## config.mk

```make
export PLATFORM = sky130hd
export DESIGN_NAME = addr_pair_sink
export DESIGN_NICKNAME = d
export VERILOG_FILES = /design/src/rtl/addr_pair_pkg.sv /design/src/rtl/pair_fifo2.sv /design/src/rtl/addr_pair_sink.sv
export SDC_FILE = /design/constraint.sdc
export NUM_CORES = 1
export LEC_CHECK = 0
export BUFFER_PORTS_ARGS = -buffer_cell sky130_fd_sc_hd__buf_2
export CAP_MARGIN = 10
export CORE_ASPECT_RATIO = 2
export CORE_UTILIZATION = 55
export DETAILED_ROUTE_END_ITERATION = 12
export PLACE_DENSITY = 0.8
export SLEW_MARGIN = 0
export SYNTH_ARGS = -nofsm -noshare
export SYNTH_HDL_FRONTEND = slang
export SYNTH_SLANG_ARGS = --single-unit
```

## constraint.sdc

```tcl
create_clock -name clk -period 4 [get_ports clk]
set_input_delay 0.6 -clock clk [delete_from_list [all_inputs] [get_ports clk]]
set_output_delay 0.6 -clock clk [all_outputs]
set_load 0.05 [all_outputs]
```

## src/rtl/addr_pair_pkg.sv

```systemverilog
// Shared types for the even/odd address-pair sink: address width, FSM states
// and the error codes reported on err_code.
package addr_pair_pkg;

    localparam int ADDR_W = 14;

    typedef enum logic [1:0] {
        IDLE,
        RUN,
        DONE,
        ERROR
    } state_t;

    typedef enum logic [1:0] {
        ERR_NONE,
        ERR_PARITY,
        ERR_PAIR,
        ERR_SEQ
    } err_code_t;

endpackage

```

## src/rtl/pair_fifo2.sv

```systemverilog
// Two-entry FIFO with synchronous flush; head_data reads as zero while empty
// so the data storage itself needs no reset.
module pair_fifo2 #(
    parameter int W = 16
) (
    input  logic         clk,
    input  logic         reset,
    input  logic         flush,
    input  logic         push,
    input  logic [W-1:0] push_data,
    input  logic         pop,
    output logic [W-1:0] head_data,
    output logic         full,
    output logic         empty
);

    logic [W-1:0] mem_q [2];
    logic         rd_ptr_q, rd_ptr_d;
    logic [1:0]   count_q, count_d;
    logic         push_ok, pop_ok, wr_ptr;

    assign full    = (count_q == 2'd2);
    assign empty   = (count_q == 2'd0);
    assign pop_ok  = pop & ~empty;
    // A push into a full FIFO is legal only when the head leaves on the same edge.
    assign push_ok = push & (~full | pop_ok);
    assign wr_ptr  = rd_ptr_q ^ count_q[0];

    always_comb begin
        rd_ptr_d = rd_ptr_q ^ pop_ok;
        count_d  = count_q + {1'b0, push_ok} - {1'b0, pop_ok};
        if (flush) begin
            rd_ptr_d = 1'b0;
            count_d  = 2'd0;
        end
    end

    always_ff @(posedge clk or negedge reset) begin
        if (!reset) begin
            rd_ptr_q <= 1'b0;
            count_q  <= 2'd0;
        end else begin
            rd_ptr_q <= rd_ptr_d;
            count_q  <= count_d;
        end
    end

    always_ff @(posedge clk) begin
        if (push_ok && !flush) begin
            mem_q[wr_ptr] <= push_data;
        end
    end

    assign head_data = empty ? '0 : mem_q[rd_ptr_q];

endmodule

```

## src/rtl/addr_pair_sink.sv

```systemverilog
// Checks the even/odd address-pair stream, accumulates checksum and pair count,
// and forwards {data_b, data_a} through a 2-deep valid/ready buffer.
module addr_pair_sink
    import addr_pair_pkg::*;
#(
    parameter int DW         = 8,
    parameter int SUM_W      = 20,
    parameter int START_PAIR = 512,
    parameter int END_PAIR   = 1024
) (
    input  logic              clk,
    input  logic              reset,
    input  logic              start,
    input  logic              in_valid,
    output logic              in_ready,
    input  logic [ADDR_W-1:0] addr_a,
    input  logic [ADDR_W-1:0] addr_b,
    input  logic [DW-1:0]     data_a,
    input  logic [DW-1:0]     data_b,
    output logic              out_valid,
    input  logic              out_ready,
    output logic [2*DW-1:0]   out_data,
    output logic [10:0]       pair_count,
    output logic [SUM_W-1:0]  checksum,
    output logic              done,
    output logic              err,
    output logic [1:0]        err_code,
    output logic [ADDR_W-1:0] err_addr
);

    localparam int IDX_W = ADDR_W - 1;
    localparam logic [IDX_W-1:0] START_IDX = IDX_W'(START_PAIR);
    localparam logic [IDX_W-1:0] END_IDX   = IDX_W'(END_PAIR);

    state_t            state_q, state_d;
    logic [IDX_W-1:0]  exp_q, exp_d;
    logic [10:0]       cnt_q, cnt_d;
    logic [SUM_W-1:0]  sum_q, sum_d;
    logic              done_q, done_d;
    logic              err_q, err_d;
    err_code_t         code_q, code_d;
    logic [ADDR_W-1:0] eaddr_q, eaddr_d;

    logic              accept, push, pop, flush, fifo_full, fifo_empty;
    logic [IDX_W-1:0]  idx;
    logic [SUM_W-1:0]  pair_sum;
    err_code_t         fault;

    assign idx      = addr_a[ADDR_W-1:1];
    assign pair_sum = SUM_W'(data_a) + SUM_W'(data_b);
    assign accept   = in_valid & in_ready;
    assign pop      = out_valid & out_ready;

    always_comb begin
        fault = ERR_NONE;
        if (addr_a[0]) begin
            fault = ERR_PARITY;
        end else if (addr_b != {addr_a[ADDR_W-1:1], 1'b1}) begin
            fault = ERR_PAIR;
        end else if (idx != exp_q) begin
            fault = ERR_SEQ;
        end
    end

    // exp_q always holds START_IDX while in IDLE, so a fault-free pair there is
    // exactly the start pair; anything else in IDLE is dropped without error.
    always_comb begin
        state_d = state_q;
        exp_d   = exp_q;
        cnt_d   = cnt_q;
        sum_d   = sum_q;
        done_d  = done_q;
        err_d   = err_q;
        code_d  = code_q;
        eaddr_d = eaddr_q;
        push    = 1'b0;
        flush   = 1'b0;
        if (start) begin
            state_d = IDLE;
            exp_d   = START_IDX;
            cnt_d   = '0;
            sum_d   = '0;
            done_d  = 1'b0;
            err_d   = 1'b0;
            code_d  = ERR_NONE;
            eaddr_d = '0;
            flush   = 1'b1;
        end else if (accept && (state_q == IDLE || state_q == RUN)) begin
            if (fault == ERR_NONE) begin
                push  = 1'b1;
                sum_d = sum_q + pair_sum;
                cnt_d = cnt_q + 11'd1;
                exp_d = exp_q + IDX_W'(1);
                if (idx == END_IDX) begin
                    state_d = DONE;
                    done_d  = 1'b1;
                end else begin
                    state_d = RUN;
                end
            end else if (state_q == RUN) begin
                state_d = ERROR;
                err_d   = 1'b1;
                code_d  = fault;
                eaddr_d = addr_a;
            end
        end
    end

    always_ff @(posedge clk or negedge reset) begin
        if (!reset) begin
            state_q <= IDLE;
            exp_q   <= START_IDX;
            cnt_q   <= '0;
            sum_q   <= '0;
            done_q  <= 1'b0;
            err_q   <= 1'b0;
            code_q  <= ERR_NONE;
            eaddr_q <= '0;
        end else begin
            state_q <= state_d;
            exp_q   <= exp_d;
            cnt_q   <= cnt_d;
            sum_q   <= sum_d;
            done_q  <= done_d;
            err_q   <= err_d;
            code_q  <= code_d;
            eaddr_q <= eaddr_d;
        end
    end

    pair_fifo2 #(
        .W(2*DW)
    ) u_fifo (
        .clk      (clk),
        .reset    (reset),
        .flush    (flush),
        .push     (push),
        .push_data({data_b, data_a}),
        .pop      (pop),
        .head_data(out_data),
        .full     (fifo_full),
        .empty    (fifo_empty)
    );

    // Terminal states swallow everything so the upstream counter may park on its last pair.
    assign in_ready   = (state_q == DONE || state_q == ERROR) ? 1'b1 : ~fifo_full;
    assign out_valid  = ~fifo_empty;
    assign pair_count = cnt_q;
    assign checksum   = sum_q;
    assign done       = done_q;
    assign err        = err_q;
    assign err_code   = code_q;
    assign err_addr   = eaddr_q;

endmodule
```

==> results of run 1 <==
[state kept, by name, summed over array words and instances, names as in the netlist]
register and cells:
checksum 20, done 1, err 1, err_addr 14, err_code 2, exp_q 13
pair_count 11, state_q 2, u_fifo.count_q 2, u_fifo.mem_q 32, u_fifo.rd_ptr_q 1
[metrics by stage]
stage | worst slack (ps) | cell area (um2)
2_1_floorplan | 764 | 5390
3_5_place_dp | 495 | 6120
6_report | 818 | 6430
5_1_grt | 681 | 6430
3_3_place_gp | 563 | 6120
4_1_cts | 834 | 6430
[routing by layer]
layer / GRT usage [%] / up-vias / share of wire (%) / wire length, um
met5: 0 / - / 0 / 0
met1: 26.1 / 2138 / 35 / 4570
met3: 4.32 / 31 / 3.1 / 405
met2: 52.5 / 110 / 59 / 7550
met4: 10.7 / 0 / 2.7 / 354
li1: - / 2045 / - / -
[power by group through the flow]
| stage | Sequential, W | Combinational (W) | Clock (W) |
|---|---|---|---|
| 3_3_place_gp | 0.00109 | 0.000383 | 0 |
| 3_5_place_dp | 0.00109 | 0.000395 | 0 |
| 2_1_floorplan | 0.00107 | 0.000282 | 0 |
| 6_report | 0.00107 | 0.000395 | 0.000883 |
| 4_1_cts | 0.00107 | 0.000399 | 0.000896 |
| 5_1_grt | 0.00107 | 0.000426 | 0.000930 |
[placed cells by master (no fill, tap or decap), drive strengths merged, types with 4 or more instances in the layout]
cell type and count:
a21oi 36, and2 4, and3 5, buf 126, clkbuf 10, dfrtp 66, edfxtp 32, fa 9
ha 12, inv 17, mux2 9, mux2i 32, nand2 34, nand3 15, nand4 21, nor2 65
nor2b 14, nor3 10, nor4 9, o21ai 12, o31ai 7, or3 9, or4 9, xnor2 38
[cells by family after synthesis]
logic type	after synthesis	synth area share [%]
xor+xnor	40	6.50
flops	99	49.0
compound gates	67	7.38
buf+inv	35	2.74
simple gates	204	20.5
fa+ha+maj	21	6.13
mux	41	7.82
[worst register-to-register path, stage by stage, from the launching register on]
cell and delay [ps]:
dfrtp_1 410, fa_1 510, ha_1 200, fa_1 230
a21oi_1 100, o22ai_1 240, o41ai_1 90, buf_4 160
or4b_2 640, or3_1 330, a21oi_1 180
[cell type report]
type / instances / area (um2) / share of cell area (%)
Sequential cell: 99 / 2640 / 41.1
Multi-Input combinational cell: 373 / 2610 / 40.6
Timing Repair Buffer: 126 / 658 / 10.2
Clock buffer: 10 / 229 / 3.56
Tap cell: 130 / 163 / 2.53
Clock inverter: 6 / 73.8 / 1.15
Inverter: 15 / 56.3 / 0.876
[worst paths after layout]
check / startpoint / endpoint / slack, ps / cells after the start
max: data_a[1] / checksum[19] / 820 / 11
min: reset / err / 440 / 2
max reg2reg: checksum[1] / checksum[19] / 830 / 10
min reg2reg: err / err / 500 / 2
max in group asynchronous: reset / checksum[8] / 2980 / 2
min in group clk: data_a[6] / u_fifo.mem_q[0][6] / 480 / 1
[synth_stat cells, drive strengths merged, types with 10 or more instances]
| cell type | count |
|---|---|
| a21oi | 36 |
| clkbuf | 13 |
| dfrtp | 66 |
| edfxtp | 32 |
| ha | 12 |
| inv | 15 |
| mux2i | 32 |
| nand2 | 34 |
| nand3 | 15 |
| nand4 | 21 |
| nor2 | 65 |
| nor2b | 14 |
| nor3 | 10 |
| o21ai | 12 |
| xnor2 | 38 |
==> results.sh, run 1 <==
export IMPL_clk_latency_ps=340
export IMPL_cts_root_buffer="clkbuf_16"
export IMPL_final_util_pct=68.0
export IMPL_setup_tns_final_ps=0
export IMPL_synthCells=507
export IMPL_hold_path_class="in -> async"
export IMPL_yosysUniqueCellTypes=53
export IMPL_drc=0
export IMPL_stdcell_count=759
export IMPL_dp_cells=743
export IMPL_postCtsSetupRepairBufs=0
export IMPL_wire_per_inst_um=17.0
export IMPL_switching_share_pct=28.6
export IMPL_first_global_vias=4472
export IMPL_port_buffers=115
export IMPL_syn_area_per_cell_um2=10.6
export IMPL_setup_viol=0
export IMPL_firstDrtPassIters=4
export IMPL_cp_num_buf_inv=2
export IMPL_cts_tree="done"
export IMPL_p_seq_share_pct=45.5
export IMPL_p_per_area_nw_per_um2=365
export IMPL_post_route_min_period_ps=3180
export IMPL_postCtsHoldBufs=0
export IMPL_grt_max_degree=68
export IMPL_die_y_um=142
export IMPL_dr_total_vias=4324
export IMPL_drt_iter0_drc=242
export IMPL_grt_usage_pct=26.5
export IMPL_synth_top_area_cell="dfrtp_1"
export IMPL_report_final_slew_viol_count=0
export IMPL_synthFlopType="dfrtp_1"
export IMPL_syn_nets=577
export IMPL_fin_crit_sh_pct=79.5
export IMPL_clk_pin_slew_ps=70
export IMPL_p_int_w=0.00167
export IMPL_ant_nets=0
export IMPL_grt_pass1_wl_um=20700
export IMPL_skew_ps=8.83
export IMPL_nFillCells=762
export IMPL_crit_type="in -> reg"
export IMPL_cts_max_path_buffers=2
export IMPL_finalWirelength_um=12900
export IMPL_power_share_clock_pct=37.7
export IMPL_overflow=0
export IMPL_start_kind="primary input"
export IMPL_synth_yosys_seq_area_share_pct=49.0
export IMPL_slowest_stage="or4b_2"
export IMPL_core_um2=9450
export IMPL_async_flop_share_pct=67.7
export IMPL_crit_chain="buf_2 -> fa_1 -> ha_1 -> fa_1 -> a21oi_1 -> o22ai_1 -> o41ai_1 -> buf_4 -> or4b_2 -> or3_1 -> a21oi_1"
export IMPL_ios=116
export IMPL_worst_hold_slack_ps=438
export IMPL_drt_vias_per_instance=5.70
export IMPL_cp_slowest_stage_delay_ps=640
export IMPL_start_util_pct=57.1
export IMPL_gp_congestion=0.882
export IMPL_required_ps=4260
export IMPL_antenna_found_initial=0
export IMPL_power_w=0.00234
export IMPL_post_synth_instance_area_um2=5390
export IMPL_ys_ff_latch=99
export IMPL_crit_fanout=8
export IMPL_worst_slew_pin_slew_ps=1160
export IMPL_die_x_um=72
export IMPL_p_leak_nw=2.73
export IMPL_ir_worst_vdd_uv=293
export IMPL_antenna_cells=0
export IMPL_critPathCaptureType="flip-flop"
export IMPL_synth_area_top_cells="dfrtp_1, edfxtp_1, xnor2_1"
export IMPL_synth_edf_count=32
export IMPL_nets=694
export IMPL_cap_violations=0
export IMPL_h_tree_depth=3
export IMPL_critPathArrivalTime_ps=3440
export IMPL_slew_headroom_pct=22.6
export IMPL_pwr_share_comb_pct=16.8
export IMPL_rsz0062_at_grt="no"
export IMPL_cts_sinks=99
export IMPL_max_freq_mhz=314
export IMPL_hold_violations=0
export IMPL_cpLargestDelayFamily="adder cells"
export IMPL_cts_buffers=9
export IMPL_p_sw_w=0.000670
export IMPL_status="complete, no violations"
export IMPL_synth_warning_count=0
export IMPL_cts_resized=0
export IMPL_synthToLayoutAreaGrowth_pct=19.2
export IMPL_drive_above_1_share_pct=26.2
export IMPL_die_area_um2=10200
export IMPL_hpwl_um=9710
export IMPL_synth_top_area_share_pct=30.6
export IMPL_rows=50
(Power assumes the default switching activity.)
==> run 2: changes to the inputs <==
- clock period: 4 -> 3.01 ns (I/O delays scaled with it)
==> run 2 against run 1 <==
Compared with the run above:
- largest cell class is now multi-input gates
- die area is the same
- count of clock-buffer cells in the layout stayed put
- clock power is 36% higher
- clock skew decreased by 3.1 ps
==> results.sh, run 2 (synthesis results as in run 1) <==
export IMPL_slew_headroom_pct=23.3
export IMPL_largest_reg_flops=32
export IMPL_grt_max_degree=36
export IMPL_start_util_pct=57.1
export IMPL_power_share_clock_pct=37.7
export IMPL_final_area_um2=6670
export IMPL_wire_per_inst_um=16.8
export IMPL_p_int_w=0.00227
export IMPL_ios=116
export IMPL_fin_crit_sh_pct=99.0
export IMPL_p_seq_share_pct=44.2
export IMPL_grt_usage_pct=27.2
export IMPL_p_sw_w=0.000904
export IMPL_crit_type="reg -> reg"
export IMPL_hpwl_um=9970
export IMPL_switching_share_pct=28.5
export IMPL_dr_total_vias=4474
export IMPL_critPathCaptureType="flip-flop"
export IMPL_dpl_instance_area_um2=6310
export IMPL_cap_violations=0
export IMPL_critPathArrivalTime_ps=3260
export IMPL_top_register="u_fifo.mem_q"
export IMPL_status="complete, no violations"
export IMPL_synthToLayoutAreaGrowth_pct=23.7
export IMPL_final_cell_mix="buf_2, nor2_1, dfrtp_1"
export IMPL_finalWirelength_um=13200
export IMPL_clk_latency_ps=350
export IMPL_firstDrtPassIters=4
export IMPL_pwr_share_comb_pct=18.1
export IMPL_hold_violations=0
export IMPL_worst_slew_pin_slew_ps=1150
export IMPL_nets=719
export IMPL_setup_viol=0
export IMPL_drt_iter0_drc=196
export IMPL_hold_path_class="in -> async"
export IMPL_ant_nets=0
export IMPL_h_tree_depth=3
export IMPL_clk_pin_slew_ps=70
export IMPL_rows=50
export IMPL_ir_worst_vdd_uv=313
export IMPL_max_freq_mhz=336
export IMPL_start_kind="flip-flop"
export IMPL_post_route_min_period_ps=2980
export IMPL_drt_vias_per_instance=5.71
export IMPL_antenna_found_initial=0
export IMPL_cts_max_path_buffers=2
export IMPL_gp_congestion=0.890
export IMPL_grt_pass1_wl_um=21300
export IMPL_postCtsHoldBufs=0
export IMPL_die_x_um=72
export IMPL_first_global_vias=4675
export IMPL_rsz0062_at_grt="yes"
export IMPL_core_um2=9450
export IMPL_antenna_cells=0
export IMPL_die_y_um=142
export IMPL_port_buffers=115
export IMPL_crit_fanout=3
export IMPL_die_area_um2=10200
export IMPL_drive_above_1_share_pct=30.7
export IMPL_report_final_slew_viol_count=0
export IMPL_power_w=0.00317
export IMPL_cts_buffers=9
export IMPL_layout_commonest_cell="buf_2"
export IMPL_required_ps=3290
export IMPL_drc=0
export IMPL_skew_ps=5.72
export IMPL_overflow=0
export IMPL_p_leak_nw=2.86
export IMPL_cts_tree="done"
export IMPL_p_per_area_nw_per_um2=476
export IMPL_cts_root_buffer="clkbuf_16"
export IMPL_cts_sinks=99
run 2: worst paths after layout:
path,start,end,slack [ps],depth (start not counted)
setup / recovery,checksum[1],checksum[19],30,9
hold reg to reg,err,err,520,2
max in group asynchronous,reset,err_addr[6],2050,2
min in group clk,data_b[0],u_fifo.mem_q[1][8],330,1
setup reg to reg,checksum[1],checksum[19],30,9
hold / removal,reset,err_code[1],190,1
run 2: metrics by stage:
stage               instances  setup TNS, ps  util [%]  hold WS (ps)  worst slack, ps
finish                    784              0      70.6           188             31.1
floorplan                 507          -62.2         -           156            -62.2
CTS                       782              0      70.2           210             1.12
global placement          766           -282      66.8           482             -163
detailed placement        766           -862      66.8           499             -244
global route              784          -48.1      70.6           239            -48.1
run 2: what timing repair did:
item | CTS | global route
gates resized for setup | 2 | 4
setup endpoints to repair | 1 | 6
hold endpoints to repair | 0 | 0
cloned | 0 | 0
setup buffers | 0 | 2
pin swaps | 0 | 1
run 2: power by group through the flow:
| stage | logic [W] | clock network, W | registers (W) |
|---|---|---|---|
| after global placement | 0.000549 | 0 | 0.00143 |
| after global routing | 0.000621 | 0.00127 | 0.00140 |
| after CTS | 0.000571 | 0.00121 | 0.00140 |
| after floorplan | 0.000376 | 0 | 0.00143 |
| final | 0.000574 | 0.00120 | 0.00140 |
| after detailed placement | 0.000565 | 0 | 0.00143 |
run 2: layout make-up:
class                           instances  area, um2
Clock buffer                           10        239
Clock inverter                          6       73.8
Fill cell                             721       2780
Inverter                               15       56.3
Multi-Input combinational cell        373       2650
Sequential cell                        99       2640
Tap cell                              130        163
Timing Repair Buffer                  151        846
run 2: metal layers:
layer / wire, um / global-route usage, % / part of all wire, %
met1: 4330 / 25.8 / 33
met5: 0 / 0 / 0
met2: 7710 / 52.7 / 58
met4: 588 / 15.6 / 4.5
met3: 565 / 4.53 / 4.3
run 2: worst max-delay path: stages, from the launching register on:
cell and delay, ps:
dfrtp_1 420, fa_1 510, ha_2 210, fa_2 220, a21oi_1 100, o22ai_2 200
o41ai_2 100, or4b_2 650, or3_1 350, a21oi_2 140
